`src/rtl/uram_find_sched.sv`:
```
// Round-robin scheduler that shares one uram_ctrl find engine among NUM_REQ requesters.
// It grants one command at a time, supervises the engine busy handshake and routes the result back to the owner.
//
// state       | meaning
// S_IDLE      | arbitrate among pending requests, grant one
// S_ISSUE     | latched command on uram_data_in, counter cleared
// S_WAIT_BUSY | wait for uram_busy to rise (START_TO cycles)
// S_WAIT_DONE | wait for uram_busy to fall (DONE_TO cycles)
// S_RESP      | one-cycle response pulse to the owner
// S_GAP       | NOP_CMD for GAP_CYC cycles before the next grant
module uram_find_sched #(
    parameter int          NUM_REQ  = 4,
    parameter int          START_TO = 16,
    parameter int          DONE_TO  = 4096,
    parameter int          GAP_CYC  = 2,
    parameter logic [31:0] NOP_CMD  = 32'h0
) (
    input  logic                   clk_main_a0,
    input  logic                   rst_main_n,
    input  logic [NUM_REQ-1:0]     req,
    input  logic [NUM_REQ*32-1:0]  req_cmd,
    output logic [NUM_REQ-1:0]     gnt,
    output logic [NUM_REQ-1:0]     rsp_valid,
    output logic                   rsp_ok,
    output logic                   rsp_ko,
    output logic                   rsp_timeout,
    output logic [31:0]            uram_data_in,
    input  logic                   uram_busy,
    input  logic                   uram_find_ok,
    input  logic                   uram_find_ko,
    output logic                   sched_busy,
    output logic [15:0]            timeout_cnt
);

    localparam int MAX_TO = (START_TO > DONE_TO) ? START_TO : DONE_TO;
    localparam int CNT_W  = $clog2(MAX_TO);
    localparam int PTR_W  = $clog2(NUM_REQ);

    typedef enum logic [2:0] {
        S_IDLE,
        S_ISSUE,
        S_WAIT_BUSY,
        S_WAIT_DONE,
        S_RESP,
        S_GAP
    } state_t;

    state_t               r_state;
    state_t               w_state_nxt;
    logic [1:0]           r_rst_sync;
    logic                 w_rst_n;
    logic [CNT_W-1:0]     r_cnt;
    logic [PTR_W-1:0]     r_rr_ptr;
    logic [PTR_W-1:0]     r_owner;
    logic [NUM_REQ-1:0]   r_gnt;
    logic [NUM_REQ-1:0]   r_rsp_valid;
    logic                 r_rsp_ok;
    logic                 r_rsp_ko;
    logic                 r_rsp_timeout;
    logic [31:0]          r_data_in;
    logic [15:0]          r_timeout_cnt;

    logic                 w_found;
    logic [PTR_W-1:0]     w_win;
    logic [31:0]          w_cmd;
    logic                 w_grant;
    logic                 w_cnt_clr;
    logic                 w_cnt_inc;
    logic                 w_resp_load;
    logic                 w_resp_ok;
    logic                 w_resp_ko;
    logic                 w_resp_to;

    // Assertion is asynchronous; release is resynchronised to clk_main_a0.
    always_ff @(posedge clk_main_a0 or negedge rst_main_n) begin
        if (!rst_main_n) begin
            r_rst_sync <= 2'b00;
        end else begin
            r_rst_sync <= {r_rst_sync[0], 1'b1};
        end
    end

    assign w_rst_n = r_rst_sync[1];

    always_comb begin
        w_found = 1'b0;
        w_win   = '0;
        for (int i = 1; i <= NUM_REQ; i++) begin
            automatic int          k   = (int'(r_rr_ptr) + i) % NUM_REQ;
            automatic logic [PTR_W-1:0] idx = PTR_W'(k);
            if (!w_found && req[idx]) begin
                w_found = 1'b1;
                w_win   = idx;
            end
        end
    end

    assign w_cmd = req_cmd[{w_win, 5'b00000} +: 32];

    always_ff @(posedge clk_main_a0 or negedge w_rst_n) begin
        if (!w_rst_n) begin
            r_state <= S_IDLE;
        end else begin
            r_state <= w_state_nxt;
        end
    end

    always_comb begin
        w_state_nxt = r_state;
        w_grant     = 1'b0;
        w_cnt_clr   = 1'b0;
        w_cnt_inc   = 1'b0;
        w_resp_load = 1'b0;
        w_resp_ok   = 1'b0;
        w_resp_ko   = 1'b0;
        w_resp_to   = 1'b0;
        case (r_state)
            S_IDLE: begin
                if (w_found) begin
                    w_grant     = 1'b1;
                    w_state_nxt = S_ISSUE;
                end
            end
            S_ISSUE: begin
                w_cnt_clr   = 1'b1;
                w_state_nxt = S_WAIT_BUSY;
            end
            S_WAIT_BUSY: begin
                if (uram_busy) begin
                    w_cnt_clr   = 1'b1;
                    w_state_nxt = S_WAIT_DONE;
                end else if (r_cnt == CNT_W'(START_TO - 1)) begin
                    w_resp_load = 1'b1;
                    w_resp_to   = 1'b1;
                    w_state_nxt = S_RESP;
                end else begin
                    w_cnt_inc = 1'b1;
                end
            end
            S_WAIT_DONE: begin
                if (!uram_busy) begin
                    w_resp_load = 1'b1;
                    w_resp_ok   = uram_find_ok;
                    w_resp_ko   = uram_find_ko;
                    w_state_nxt = S_RESP;
                end else if (r_cnt == CNT_W'(DONE_TO - 1)) begin
                    w_resp_load = 1'b1;
                    w_resp_to   = 1'b1;
                    w_state_nxt = S_RESP;
                end else begin
                    w_cnt_inc = 1'b1;
                end
            end
            S_RESP: begin
                w_cnt_clr   = 1'b1;
                w_state_nxt = S_GAP;
            end
            S_GAP: begin
                if (r_cnt == CNT_W'(GAP_CYC - 1)) begin
                    w_state_nxt = S_IDLE;
                end else begin
                    w_cnt_inc = 1'b1;
                end
            end
            default: begin
                w_state_nxt = S_IDLE;
            end
        endcase
    end

    always_ff @(posedge clk_main_a0 or negedge w_rst_n) begin
        if (!w_rst_n) begin
            r_cnt <= '0;
        end else if (w_cnt_clr) begin
            r_cnt <= '0;
        end else if (w_cnt_inc) begin
            r_cnt <= r_cnt + 1'b1;
        end
    end

    // rr_ptr starts at the last requester so that requester 0 wins first.
    always_ff @(posedge clk_main_a0 or negedge w_rst_n) begin
        if (!w_rst_n) begin
            r_rr_ptr  <= PTR_W'(NUM_REQ - 1);
            r_owner   <= '0;
            r_gnt     <= '0;
            r_data_in <= NOP_CMD;
        end else begin
            r_gnt <= '0;
            if (w_grant) begin
                r_rr_ptr     <= w_win;
                r_owner      <= w_win;
                r_gnt[w_win] <= 1'b1;
                r_data_in    <= w_cmd;
            end else if (w_resp_load) begin
                r_data_in <= NOP_CMD;
            end
        end
    end

    always_ff @(posedge clk_main_a0 or negedge w_rst_n) begin
        if (!w_rst_n) begin
            r_rsp_valid   <= '0;
            r_rsp_ok      <= 1'b0;
            r_rsp_ko      <= 1'b0;
            r_rsp_timeout <= 1'b0;
        end else begin
            r_rsp_valid   <= '0;
            r_rsp_ok      <= w_resp_ok;
            r_rsp_ko      <= w_resp_ko;
            r_rsp_timeout <= w_resp_to;
            if (w_resp_load) begin
                r_rsp_valid[r_owner] <= 1'b1;
            end
        end
    end

    always_ff @(posedge clk_main_a0 or negedge w_rst_n) begin
        if (!w_rst_n) begin
            r_timeout_cnt <= '0;
        end else if (r_state == S_RESP && r_rsp_timeout && r_timeout_cnt != 16'hFFFF) begin
            r_timeout_cnt <= r_timeout_cnt + 16'd1;
        end
    end

    assign gnt          = r_gnt;
    assign rsp_valid    = r_rsp_valid;
    assign rsp_ok       = r_rsp_ok;
    assign rsp_ko       = r_rsp_ko;
    assign rsp_timeout  = r_rsp_timeout;
    assign uram_data_in = r_data_in;
    assign sched_busy   = (r_state != S_IDLE);
    assign timeout_cnt  = r_timeout_cnt;

endmodule
```
`config.mk`:
```
export PLATFORM = sky130hd
export DESIGN_NAME = uram_find_sched
export DESIGN_NICKNAME = d
export VERILOG_FILES = /design/src/rtl/uram_find_sched.sv
export SDC_FILE = /design/constraint.sdc
export NUM_CORES = 1
export LEC_CHECK = 0
export BUFFER_PORTS_ARGS = -buffer_cell sky130_fd_sc_hd__buf_2
export CAP_MARGIN = 40
export CORE_MARGIN = 2
export CORE_UTILIZATION = 51
export DETAILED_ROUTE_END_ITERATION = 16
export PLACE_DENSITY = 0.88
export SLEW_MARGIN = 20
export SYNTH_ARGS = -nofsm -noshare
export SYNTH_HDL_FRONTEND = slang
export SYNTH_SLANG_ARGS = --single-unit
```
`constraint.sdc`:
```
create_clock -name clk_main_a0 -period 7.2 [get_ports clk_main_a0]
set_clock_uncertainty 0.15 [all_clocks]
set_input_delay 1.44 -clock clk_main_a0 [delete_from_list [all_inputs] [get_ports clk_main_a0]]
set_output_delay 1.44 -clock clk_main_a0 [all_outputs]
set_load 0.02 [all_outputs]
```
After elaboration in Yosys (flattened, before gate mapping)
Index checks and enable logic that the tools add are counted.
- input bits: 137
- word-level logic and storage cells: 110
- register bits: 80
- shift-type cells: 1
- equality and inequality tests: 13
- mux-type cells: 54
- $lt $le $gt $ge: 8
- add/sub/neg operators: 6
- reduce and logical (&&, ||, !) cells: 16
- operators with widths (cell ; number):
    $shiftx 128x8->32 ; 1
    $mux 32 ; 2
    $mux 1 ; 27
    $mux 12 ; 2
    $lt 2x3->1 const B ; 6
    $mux 3 ; 6
    $pmux 3 s6 ; 1
    $add 16x1->16 const B ; 1
    $ne 16x16->1 const B ; 1
    $add 12x1->12 const B ; 1
    $eq 12x1->1 const B ; 1
    $eq 12x12->1 const B ; 1
    $eq 12x4->1 const B ; 1
    $bmux 1 s2 ; 4
    $mux 2 ; 4
    $mux 4 ; 2
    $logic_and 1x1->1 ; 7
    $eq 3x2->1 const B ; 2
    $eq 3x3->1 const B ; 2
    $ne 3x3->1 const B ; 2
    $pmux 1 s2 ; 3
    $add 2x1->2 const B ; 2
    $add 2x2->2 const B ; 2
    $demux 1 s2 ; 2
    other kinds (10) ; 15

Longest topological paths before layout
- word-level depth: 18
- depth in mapped cells: 9

Least setup slack after synthesis
No wires, ideal clock.
- kind: input-to-reg
- start: input req[3]
- end: register r_data_in[0], in the netlist uram_data_in[0]
- stages on the path: 6
- slack: 4095 ps
- data arrival time: 2864 ps
- path buffers: 1
- data required time: 6960 ps
- cells stage by stage: nor4_1 -> nor2_2 -> a2111oi_2 -> clkbuf_1 -> nand2_1 -> o221ai_1
- word-level cells in the longest chain between the ends: 15
- elaborated cells on any way between the ends: 27
- classes of those cells: 1 x shift; 19 x mux; 7 x reduce/logical
- RTL lines (item ; line ; text):
    start, declared ; 20 ; input logic [NUM_REQ-1:0] req,
    branches (longest 15 deep; another with $bmux 1 s2) ; - ;
    end signal, assigned ; 194 ; r_data_in <= w_cmd;
    end, declared ; 60 ; logic [31:0] r_data_in;
Several ways; the timed one is not identified. The select of a mux whose other input is x is not followed.
A chain may end at the register's enable or synchronous reset.

Final worst setup path
- start: input req[3]
- end: register r_data_in[22], in the netlist uram_data_in[22]
The elaborated chain is that of the path after synthesis.

==> results.txt <==
- Data arrives at the worst endpoint at 3.24 ns.
- Max-cap violations in this run came to 0.
- Number of remaining DRC errors: 0
- The worst hold path belongs to the class register to asynchronous set/reset pin.
* Layout cell share with drive strength beyond 1: 38.1%
- IR analysis of the VDD net gives a maximum drop of 212 uV.
- Once routing completed, OpenROAD measured the worst setup slack at 3.99 ns.
- Using the TritonRoute via totals, the vias-per-cell ratio works out to 5.75.
- Fill cell instance count of the final layout: 640
- After global routing the overflow that remains totals 0.
- Across all layers, the routed design uses 4072 vias.
* Met1 routing resource usage after global routing: 32.5%
- After clock tree synthesis, the flow added hold-fix buffers numbering 0.
- Worst path required time: 7.23 ns
- In the synthesized netlist the dominant register cell turns out to be sky130_fd_sc_hd__dfrtp_1.
- Leakage power figure: 0.00291 uW
* Pre-CTS setup slack: 3.68 ns
* Area enclosed by the die boundary: 9120 um^2
- Vias in the first global route: 3728
- 1st-iter DRT viols: 179
- In this run the deepest clock path goes through 2 buffers.
* Final Cycle Share: 44.6%
- Number of optimization iterations in the first detailed-route pass: 4
- Async set-or-reset flop fraction in the synthesized netlist: 100%
- The share of the Yosys chip area taken by registers is 47.0%.
- Setup repair after global routing left no endpoint under its margin.
- Htree depth: 3
* Global routing's busiest layer: met2
- The first global-routing pass estimated 17600 um of wire.
- The number of different library cells used by synthesis comes to 52.
- Core ar.: 8180 um^2
- Mapped Cells: 409
- Post-cts resize count: 0
- In this run the power density over the cells is 341 nW/um^2.
- When the netlist entered floorplanning its net count stood at 549.
- In this run, synthesis inferred 0 flip-flops with an integrated enable.
- Final Hold Fails: 0
- Cells on worst reg2reg path: 7
* Starting density of the core: 52.2%
* Slew Limit Headroom: 51.3%
- Measured along the y axis, the die boundary spans 95.5 um.
- TritonCTS created 9 clock buffers.
- Placed wire-length estimate: 9320 um
- Number of cell rows: 33
* Worst setup path class: primary input to register
- Min cycle time layout: 3.21 ns
* Setup TNS: 0 ns
* Slew of the pin with the lowest slew margin: 0.724 ns
* Number of antenna cells inserted: 0
- Clock tree from TritonCTS: done
- The root buffer cell chosen for the clock tree is sky130_fd_sc_hd__clkbuf_8.
* Total global-route track usage: 25.0%
* Final Max Slew Viols: 0
- Final routed wire length divided by cell count: 17.1 um
- Result of the run: finished clean
- Highest Clock Rate: 312 MHz
- In this run the cell area of the synthesized design comes to 4270 um^2.
- # Post-CTS Setup Buffers: 0
- Clock transition at the registers of the reported paths: 0.09 ns
- Total wire length after detailed routing: 12100 um
- CTS sink count: 80
* Per-instance average area after synthesis: 10.4 um^2
- The synthesized design contains 80 register bits.
- Number of synthesis warnings: 0
- Highest fanout seen on the critical path: 23
- Entering global routing, the biggest net connects 54 pins.
- At the later pin of the worst-skew pair, clock insertion delay measures 0.35 ns.
- Count of buffers from port buffering: 196
- The worst setup path is captured at a register.
- Routability-driven placement finished with a final weighted congestion of 0.833.
- Number of I/O pins: 197
- Global routing used 42.7% of the available met2 tracks.
- The worst setup path is launched from a primary input.
- Horizontal die dimension: 95.5 um
- P&R area growth vs syn: 30.8%
- Antenna Violating Nets Remaining: 0
- Setup-failing EPs final: 0
- Post-layout nets: 738
* Global-route met3 utilization: 4.82%
* Number of antenna violations at the first check in global routing: 0
critical path, cell delays in order:
cell and delay, ns:
sky130_fd_sc_hd__buf_2 0.13, sky130_fd_sc_hd__nor4_1 0.65, sky130_fd_sc_hd__nor2_2 0.20, sky130_fd_sc_hd__nand2_1 0.44
sky130_fd_sc_hd__buf_16 0.22, sky130_fd_sc_hd__o221ai_1 0.14
stage by stage:
stage	cell area, um^2	utilization [%]	std cells	total power [uW]	hold slack [ns]
6_report	5580	68.3	708	1900	0.0971
2_1_floorplan	4270	-	409	1300	0.181
5_1_grt	5580	68.3	708	2020	0.133
3_5_place_dp	5380	65.8	692	1570	0.109
4_1_cts	5580	68.3	708	1910	0.117
3_3_place_gp	5290	64.7	688	1500	0.189
power breakdown:
part	switching [uW]	internal (uW)
clock	176	164
sequential	93.3	572
combinational	539	359
total	808	1100
kinds of logic (layout without fill, tap and decap cells):
kind of cell | after synthesis | after routing | share of synthesized area [%]
DFF | 80 | 80 | 47.0
AOI/OAI and AO/OA | 82 | 82 | 14.2
other | 1 | 1 | 0.0879
buffers and inverters | 33 | 227 | 3.78
adders and majority gates | 3 | 3 | 0.880
and+or+nand+nor | 130 | 130 | 15.7
xor gates and xnor gates | 13 | 13 | 2.67
muxes | 67 | 67 | 15.7
synthesized netlist by cell type, types with 7 or more instances:
master,count,area (um^2)
sky130_fd_sc_hd__or3_1,7,43.8
sky130_fd_sc_hd__inv_1,9,33.8
sky130_fd_sc_hd__xnor2_1,11,96.3
sky130_fd_sc_hd__nand2_1,46,173
sky130_fd_sc_hd__nand3_1,13,65.1
sky130_fd_sc_hd__nand4_1,9,56.3
sky130_fd_sc_hd__dfrtp_1,78,1950
sky130_fd_sc_hd__nor3_1,9,45.0
sky130_fd_sc_hd__mux2i_1,66,661
sky130_fd_sc_hd__o221ai_1,32,280
sky130_fd_sc_hd__nor2b_1,7,43.8
sky130_fd_sc_hd__a21oi_1,20,100
sky130_fd_sc_hd__clkbuf_1,13,48.8
sky130_fd_sc_hd__nor2_1,14,52.6
cells in the final DEF, fill, tap and decap left out, types with 4 or more instances in the layout:
cell,n
sky130_fd_sc_hd__or4_1,6
sky130_fd_sc_hd__nor2_1,14
sky130_fd_sc_hd__and3_1,4
sky130_fd_sc_hd__nand2_1,46
sky130_fd_sc_hd__o21ai_1,6
sky130_fd_sc_hd__or3_1,6
sky130_fd_sc_hd__clkbuf_8,9
sky130_fd_sc_hd__nand3_1,13
sky130_fd_sc_hd__inv_1,9
sky130_fd_sc_hd__a21oi_1,20
sky130_fd_sc_hd__o221ai_1,32
sky130_fd_sc_hd__o31ai_1,6
sky130_fd_sc_hd__buf_2,197
sky130_fd_sc_hd__nor3_1,9
sky130_fd_sc_hd__dfrtp_1,77
sky130_fd_sc_hd__nand4_1,9
sky130_fd_sc_hd__mux2i_1,66
sky130_fd_sc_hd__xnor2_1,11
sky130_fd_sc_hd__nor2b_1,7
layer usage:
metal  part of all wire (%)  up-vias
met3                    6.6       17
met2                     51      174
met5                      0        -
met1                     40     1971
li1                       -     1910
met4                    1.8        0
registers in the layout, summed over array words and instances, names as in the netlist, 2 cells and up:
signal,count
rsp_valid,4
timeout_cnt,16
r_state,3
r_rst_sync,2
r_owner,2
uram_data_in,32
gnt,4
r_cnt,12
r_rr_ptr,2
path summary, 6_finish.rpt:
path	slack (ns)	endpoint	start
min in group clk_main_a0	0.22	r_rst_sync[1]$_DFF_PN0_	r_rst_sync[0]$_DFF_PN0_
worst min register to register	0.1	r_cnt[2]$_DFFE_PN0P_	r_rst_sync[1]$_DFF_PN0_
max in group asynchronous	6.09	r_rst_sync[1]$_DFF_PN0_	rst_main_n
worst max register to register	4.62	uram_data_in[27]$_DFFE_PN0P_	r_rr_ptr[1]$_DFFE_PN1P_
worst max-delay path	3.99	uram_data_in[22]$_DFFE_PN0P_	req[3]
worst min-delay path	0.1	r_cnt[2]$_DFFE_PN0P_	r_rst_sync[1]$_DFF_PN0_
layout make-up:
class | count | area [um^2] | area share [%]
Sequential cell | 80 | 2010 | 36.0
Tap cell | 105 | 131 | 2.35
Clock inverter | 7 | 80.1 | 1.43
Inverter | 9 | 33.8 | 0.605
Multi-Input combinational cell | 296 | 2120 | 38.0
Timing Repair Buffer | 202 | 1080 | 19.4
Clock buffer | 9 | 124 | 2.22
Note: power is estimated with default switching activity, not from simulation.
